## config.mk

```make
export PLATFORM = sky130hd
export DESIGN_NAME = epoch_barrier
export DESIGN_NICKNAME = d
export VERILOG_FILES = /design/src/rtl/epoch_barrier.sv
export SDC_FILE = /design/constraint.sdc
export NUM_CORES = 1
export LEC_CHECK = 0
export ABC_AREA = 0
export BUFFER_PORTS_ARGS = -buffer_cell sky130_fd_sc_hd__buf_2
export CAP_MARGIN = 20
export CORE_MARGIN = 4
export CORE_UTILIZATION = 50
export DETAILED_ROUTE_END_ITERATION = 8
export GPL_ROUTABILITY_DRIVEN = 0
export PLACE_DENSITY = 0.66
export SLEW_MARGIN = 20
export SYNTH_ARGS = -nofsm -noshare
export SYNTH_HDL_FRONTEND = slang
export SYNTH_SLANG_ARGS = --single-unit
```

## constraint.sdc

```tcl
create_clock -name clk -period 10 [get_ports clk]
set_clock_uncertainty 0.1 [all_clocks]
set_input_delay 1 -clock clk [delete_from_list [all_inputs] [get_ports clk]]
set_output_delay 1 -clock clk [all_outputs]
set_load 0.02 [all_outputs]
```

## src/rtl/epoch_barrier.sv

```systemverilog
// Epoch barrier: per-port arrival/departure counters, a global epoch equal to
// the minimum arrival count over enabled ports, and per-port departure grants.
// All counter arithmetic is modulo 2^COUNT_WIDTH and compared wrap-safely.
module epoch_barrier #(
    parameter int PORT_COUNT  = 2,
    parameter int COUNT_WIDTH = 16,
    parameter int MAX_SKEW    = 1024
) (
    input  logic                   clk,
    input  logic                   rst,
    input  logic [PORT_COUNT-1:0]  s_inc,
    input  logic [PORT_COUNT-1:0]  s_dec,
    input  logic [PORT_COUNT-1:0]  port_en,
    output logic [PORT_COUNT:0]    ctrl_barrier,
    output logic [PORT_COUNT-1:0]  skew_stall,
    output logic [PORT_COUNT-1:0]  err_underflow,
    output logic [COUNT_WIDTH-1:0] epoch
);

    typedef logic [COUNT_WIDTH-1:0] cnt_t;

    localparam cnt_t HALF     = cnt_t'(1) << (COUNT_WIDTH - 1);
    localparam cnt_t SKEW_LIM = cnt_t'(MAX_SKEW);

    logic [PORT_COUNT-1:0][COUNT_WIDTH-1:0] in_cnt, out_cnt;
    logic [PORT_COUNT-1:0][COUNT_WIDTH-1:0] in_nxt, out_nxt;
    logic [PORT_COUNT-1:0]                  en_q;
    logic [PORT_COUNT-1:0]                  active, reload, uf_set;
    logic [PORT_COUNT-1:0]                  grant_nxt, stall_nxt;
    logic                                   aligned_nxt;
    cnt_t                                   epoch_nxt;

    // A port joins the minimum only once it has been enabled for a full cycle;
    // on the enabling cycle its counters are reloaded from the epoch instead.
    assign active = port_en & en_q;
    assign reload = port_en & ~en_q;

    // Next counter values: reload on re-enable, freeze while disabled,
    // drop stalled arrivals and ungranted departures.
    always_comb begin
        in_nxt  = in_cnt;
        out_nxt = out_cnt;
        uf_set  = '0;
        for (int i = 0; i < PORT_COUNT; i++) begin
            uf_set[i] = s_dec[i] & ~ctrl_barrier[i];
            if (reload[i]) begin
                in_nxt[i]  = epoch;
                out_nxt[i] = epoch;
            end else if (port_en[i]) begin
                if (s_inc[i] && !skew_stall[i])
                    in_nxt[i] = in_cnt[i] + cnt_t'(1);
                if (s_dec[i] && ctrl_barrier[i])
                    out_nxt[i] = out_cnt[i] + cnt_t'(1);
            end
        end
    end

    // Epoch advances by the smallest offset of any active port; offsets are
    // taken relative to the epoch so the compare survives counter wrap.
    always_comb begin
        cnt_t min_off;
        logic any_act;
        min_off = '1;
        any_act = 1'b0;
        for (int i = 0; i < PORT_COUNT; i++) begin
            if (active[i]) begin
                any_act = 1'b1;
                if (cnt_t'(in_cnt[i] - epoch) < min_off)
                    min_off = cnt_t'(in_cnt[i] - epoch);
            end
        end
        epoch_nxt = any_act ? cnt_t'(epoch + min_off) : epoch;
    end

    // Grants, alignment and stalls are computed from next-state values so a
    // departure retires its grant on the very next cycle.
    always_comb begin
        grant_nxt   = '0;
        stall_nxt   = '0;
        aligned_nxt = 1'b1;
        for (int i = 0; i < PORT_COUNT; i++) begin
            cnt_t lag_n;
            lag_n        = cnt_t'(epoch_nxt - out_nxt[i]);
            grant_nxt[i] = port_en[i] && (lag_n != '0) && (lag_n < HALF);
            stall_nxt[i] = cnt_t'(in_nxt[i] - out_nxt[i]) >= SKEW_LIM;
            if (port_en[i] && ((in_nxt[i] != epoch_nxt) || (lag_n != '0)))
                aligned_nxt = 1'b0;
        end
    end

    // State registers with synchronous reset.
    always_ff @(posedge clk) begin
        if (rst) begin
            in_cnt        <= '0;
            out_cnt       <= '0;
            epoch         <= '0;
            ctrl_barrier  <= '0;
            skew_stall    <= '0;
            err_underflow <= '0;
            en_q          <= '1;
        end else begin
            in_cnt        <= in_nxt;
            out_cnt       <= out_nxt;
            epoch         <= epoch_nxt;
            ctrl_barrier  <= {aligned_nxt, grant_nxt};
            skew_stall    <= stall_nxt;
            err_underflow <= err_underflow | uf_set;
            en_q          <= port_en;
        end
    end

endmodule

```

# --- Yosys cells after proc, flatten, opt, wreduce, memory -nomap -nowiden ---
# Index checks and enable logic that the tools add are counted.
word_totals:
  wordCells: 74
  regBits: 89
  out_inout_bits: 23
  in_bits: 8
op_classes:
  bitwise_logic: 8
  order_cmp: 6
  n_eq_ne: 2
  add_sub_neg: 11
  reduce_logical: 17
  muxes: 20
op_table:
  columns: ["op", "n"]
  rows:
  - ["$mux 16", 17]
  - ["$sub 16x16->16", 6]
  - ["$add 16x1->16 const B", 4]
  - ["$lt 16x16->1 const B", 3]
  - ["$ge 16x11->1 const B", 2]
  - ["$ne 16x16->1", 2]
  - ["$reduce_bool 16->1", 2]
  - ["$add 16x16->16", 1]
  - ["$lt 16x16->1", 1]
  - ["$logic_and 1x1->1", 10]
  - ["$and 2x2->2", 2]
  - ["$mux 1", 3]
  - ["$and 1x1->1", 2]
  - ["$logic_not 1->1", 2]
  - ["$logic_or 1x1->1", 2]
  - ["$not 1->1", 2]
  - ["$not 2->2", 1]
  - ["$or 2x2->2", 1]
  - ["$reduce_or 2->1", 1]

# --- Longest topological paths before layout ---
logic_depth:
  ltp_word: 14
  mapped_depth: 48
  depth_no_buf: 47

# --- Worst setup path before layout ---
# OpenSTA, ideal clock, no wires.
synth_timing:
  kind: "reg2reg"
  from: "reg epoch[0]"
  to: "reg ctrl_barrier[2]"
  arrival_time_ps: 8294
  path_stages_with_launch: 46
  n_path_buf: 1
  required_time_ps: 9834
  synth_period_minus_slack_ps: 8460
  slack_ps: 1540
  setup_ps: 66
  path_cell_list: "dfxtp_1 -> ha_1 -> inv_1 -> fa_1 -> a21o_1 -> a21oi_1 -> o21bai_1 -> a21oi_1 -> o21bai_1 -> a21oi_1 -> o21ai_0 -> o41ai_1 -> o21ai_0 -> xor2_1 -> nor2_1 -> ha_1 -> nand2_1 -> nor3_1 -> [10 not listed] -> o41ai_2 -> a31oi_1 -> a21o_1 -> a21oi_1 -> xor2_1 -> nor2_1 -> a21oi_1 -> inv_1 -> ha_1 -> inv_1 -> a21oi_1 -> o311ai_0 -> a2111oi_0 -> o2111ai_1 -> a2111oi_4 -> nand4b_2 -> a2111oi_4 -> a2bb2oi_2"
synth_between:
  elab_chain_len: 14
  word_cells_on_any_way: 26
  cone_classes: "add/sub (5); order compare (2); eq/ne (2); mux (10); reduce/logical (7)"
synth_rtl:
  columns: ["element", "line_no", "rtl"]
  rows:
  - ["start: declaration", "17", "output logic [COUNT_WIDTH-1:0] epoch"]
  - ["start signal: assignment", "104", "epoch <= epoch_nxt;"]
  - ["$sub 16x16->16", "68, 69", null]
  - ["$lt 16x16->1", "68", "if (cnt_t'(in_cnt[i] - epoch) < min_off)"]
  - ["$mux 16", "68", null]
  - ["$mux 16", "66", "if (active[i]) begin"]
  - ["$lt 16x16->1", "68", null]
  - ["$mux 16", "68", null]
  - ["$mux 16", "66", null]
  - ["$add 16x16->16 *", "72", "epoch_nxt = any_act ? cnt_t'(epoch + min_off) : epoch;"]
  - ["$mux 16 *", "72", null]
  - ["net epoch_nxt[14]", "31", "cnt_t epoch_nxt;"]
  - ["$sub 16x16->16", "83", "lag_n = cnt_t'(epoch_nxt - out_nxt[i]);"]
  - ["$reduce_bool 16->1", "86", "if (port_en[i] && ((in_nxt[i] != epoch_nxt) || (lag_n != '0)))"]
  - ["$logic_or 1x1->1", "86", null]
  - ["$logic_and 1x1->1", "86", null]
  - ["$mux 1 or $reduce_or 2->1 (tied branches)", null, null]
  - ["end signal: assignment", "105", "ctrl_barrier <= {aligned_nxt, grant_nxt};"]
  - ["end: declaration", "14", "output logic [PORT_COUNT:0] ctrl_barrier,"]
# Mark *: on every way through the listed nets, which the timed path passes. The rest lies on a longest branch.
# A chain may end at the register's enable or synchronous reset.

# --- Worst setup path in the final report ---
layout_timing:
  from: "reg epoch[1]"
  to: "reg ctrl_barrier[2]"
# Same word-level chain as after synthesis.

==> run_results.csv <==
group,metric,value,unit
outcome,status,"finished, final reports clean",
cells_and_area,antenna_cells,0,
yosys,ys_ff_latch,89,
cells_and_area,stdcell_count,1557,
cells_and_area,drive_gt1_share,7.63,%
yosys,syn_inst,1277,
timing,clock.fmax,107,MHz
worst_setup_path,critPathSlowestCell,"fa_1",
global_routing,grt_pass1_vias,8594,
floorplanning,die_area,0.0218,mm2
clocking,cts_sinks,89,
cells_and_area,layout.nets,1422,
cells_and_area,multiInputGateArea,0.00758,mm2
timing,setup_viol,0,
clocking,h-tree-depth,3,
global_routing,antenna_found_initial,0,
yosys,synthTopCellsByArea,"dfxtp_1 (18%), ha_1 (15%), xnor2_1 (7.2%), nor2_1 (6.0%), xor2_1 (5.8%)",
timing,hold_viol,0,
global_routing,track_usage,26.5,%
detailed_routing,drt-vias-per-instance,5.87,
floorplanning,fp-row-count,50,
min_path,hp-class,"reg2reg",
yosys,yosys.area.top_type_share,18.2,%
floorplanning,fp.dieH,148,um
cells_and_area,design_area,0.0105,mm2
yosys,synth_fp_nets,1406,
yosys,synth_cell_types,81,
clocking,path_clk_slew,70,ps
placement,placed_area,0.0102,mm2
global_routing,grt_max_degree,63,
clocking,cts_tree,"yes",
cells_and_area,regArea,0.00178,mm2
detailed_routing,routed_wl,29400,um
worst_setup_path,endpoint_kind,"register",
floorplanning,core,0.0190,mm2
timing,final_max_slew_viol_count,0,
detailed_routing,drtAntennaViolNets,0,
worst_setup_path,slowest_delay,510,ps
worst_setup_path,critPathMostFrequentCell,"a21oi_1",
global_routing,grt_pass1_wl,46300,um
detailed_routing,drtIter0Drc,577,
floorplanning,io_pins,31,
placement,dpl.cell_count,1540,
clocking,clk_latency,350,ps
worst_setup_path,worstPathRequired,10180,ps
worst_setup_path,crit_path_start_kind,"register",
timing,fin_crit,9390,ps
detailed_routing,wl_per_cell,18.9,um
clocking,clockBufferDepth,2,
yosys,synth_edf_count,0,
detailed_routing,drt-pass1-iter-count,5,
clocking,cts_buffers,9,
yosys,yosysTopAreaCell,"dfxtp_1",
yosys,synth_flop_cell,"dfxtp_1",
timing,period_share,93.9,%
yosys,netlist_area,0.00977,mm2
timing,setup_ws,615,ps
job,drv_cap,0,
placement,pre_cts_slack,345,ps
cells_and_area,nFillCells,1806,
timing,worst_pin_slew,966,ps
yosys,yosysSeqAreaShare,18.2,%
timing,slew_headroom,35.0,%
worst_setup_path,critPathKind,"reg2reg",
floorplanning,die_w,148,um
yosys,synthArstFlopShare,0,%
detailed_routing,vias,9145,
placement,port_buffers,30,
worst_setup_path,arrival,9570,ps
yosys,avgSynthCellArea,7.65,um2
worst_setup_path,cpLargestDelayFamily,"compound AO/OA/AOI/OAI gates",
yosys,ys_warn_count,0,
floorplanning,start_util,51.6,%
worst_setup_path,crit_buf_inv,5,
clocking,cts_root_buf,"clkbuf_16",
placement,dpl.hpwl,23600,um
detailed_routing,drc_errors,0,
global_routing,grt_remaining_overflow,0,
cells_and_area,syn_to_final_growth,7.87,%
worst_setup_path,worstPathMaxFanout,9,
clocking,cts.hold.buffers_added,0,
-- final cells by class --
| type | count | share of cell area [%] |
|---|---|---|
| clock buffers | 10 | 2.27 |
| clock inverters | 5 | 0.759 |
| inverters | 66 | 2.35 |
| multi-input cells | 1079 | 71.9 |
| flip-flops and latches | 89 | 16.9 |
| well taps | 260 | 3.09 |
| repair buffers | 48 | 2.71 |
-- cell families after synthesis --
family                   synth area share [%]
adder cells (fa/ha/maj)                  16.5
multiplexers                             1.54
buffers and inverters                    4.61
flip-flops                               18.2
AO/OA/AOI/OAI                            22.4
AND/OR/NAND/NOR                          23.7
XOR/XNOR                                 13.0
-- final timing paths --
check / slack (ps) / endpoint / start / cells past startpoint
worst max register to register: 610 / ctrl_barrier[2] / epoch[1] / 45
worst max-delay path: 610 / ctrl_barrier[2] / epoch[1] / 45
worst min-delay path: 360 / err_underflow[0] / err_underflow[0] / 2
worst min register to register: 360 / err_underflow[0] / err_underflow[0] / 2
-- per-layer routing --
metal  up-vias  GRT usage, %  part of all wire [%]
met3        25          2.73                   4.6
met2       212          44.4                    47
met4         0          6.42                   1.8
met5         -             0                     0
met1      4319          36.9                    47
li1       4589             -                     -
-- worst min-delay path: stages (launching register included) --
cell	delay (ps)
dfxtp_1	320
a21oi_1	40
nor2_1	70
-- placed cells by master (no fill, tap or decap), types with 6 or more instances in the layout --
| master | instances |
|---|---|
| nor2b_1 | 46 |
| or2_2 | 11 |
| a21o_1 | 38 |
| buf_4 | 18 |
| a31oi_1 | 10 |
| nand4_1 | 20 |
| and3_1 | 17 |
| nand3_1 | 37 |
| nor4_1 | 6 |
| mux2i_1 | 15 |
| xor2_1 | 64 |
| buf_2 | 30 |
| ha_1 | 115 |
| o21bai_1 | 13 |
| nand2b_1 | 12 |
| nor3_1 | 37 |
| dfxtp_1 | 88 |
| o21ai_0 | 51 |
| clkbuf_16 | 9 |
| xnor2_1 | 80 |
| o211ai_1 | 9 |
| a211oi_1 | 9 |
| o21ai_1 | 6 |
| or3_1 | 7 |
| inv_1 | 66 |
| o21a_1 | 25 |
| nor2_1 | 155 |
| nand2_1 | 77 |
| a21oi_1 | 102 |
| and2_1 | 10 |
-- synthesized netlist by cell type, types with 6 or more instances --
master,count
a21oi_1,103
or2_2,11
a211oi_1,9
nor4_1,6
nand2_1,77
a21o_1,38
o21ai_0,52
a31oi_1,10
nand3_1,37
nor3_1,37
dfxtp_1,89
nand2b_1,12
xnor2_1,80
clkbuf_1,30
xor2_1,65
ha_1,116
o211ai_1,9
and3_1,17
inv_1,66
or3_1,7
a2111oi_0,6
and2_1,10
nor2_1,155
nor2b_1,46
o21bai_1,13
nand4_1,20
o21a_1,25
mux2i_1,15
-- state kept, by name (all words and copies together), names as in the netlist --
name,flops
skew_stall,2
in_cnt,32
en_q,2
err_underflow,2
epoch,16
ctrl_barrier,3
out_cnt,32
-- metrics by stage --
stage	hold WS (ps)	utilization (%)	TNS, ps
CTS	368	55.3	0
global route	387	55.6	-15.4
finish	363	55.6	0
floorplan	470	-	0
global placement	344	53.6	0
detailed placement	354	53.6	0
-- repair_timing --
| action | 4_1_cts | 5_1_grt |
|---|---|---|
| resized for setup | 0 | 9 |
| endpoints found under the setup margin | 0 | 3 |
| buffers inserted | 0 | 2 |
| hold endpoints to repair | 0 | 0 |
Power is left out: the tool's default activity adds up to more than one toggle a clock period on the data nets, which glitch-free logic cannot reach.
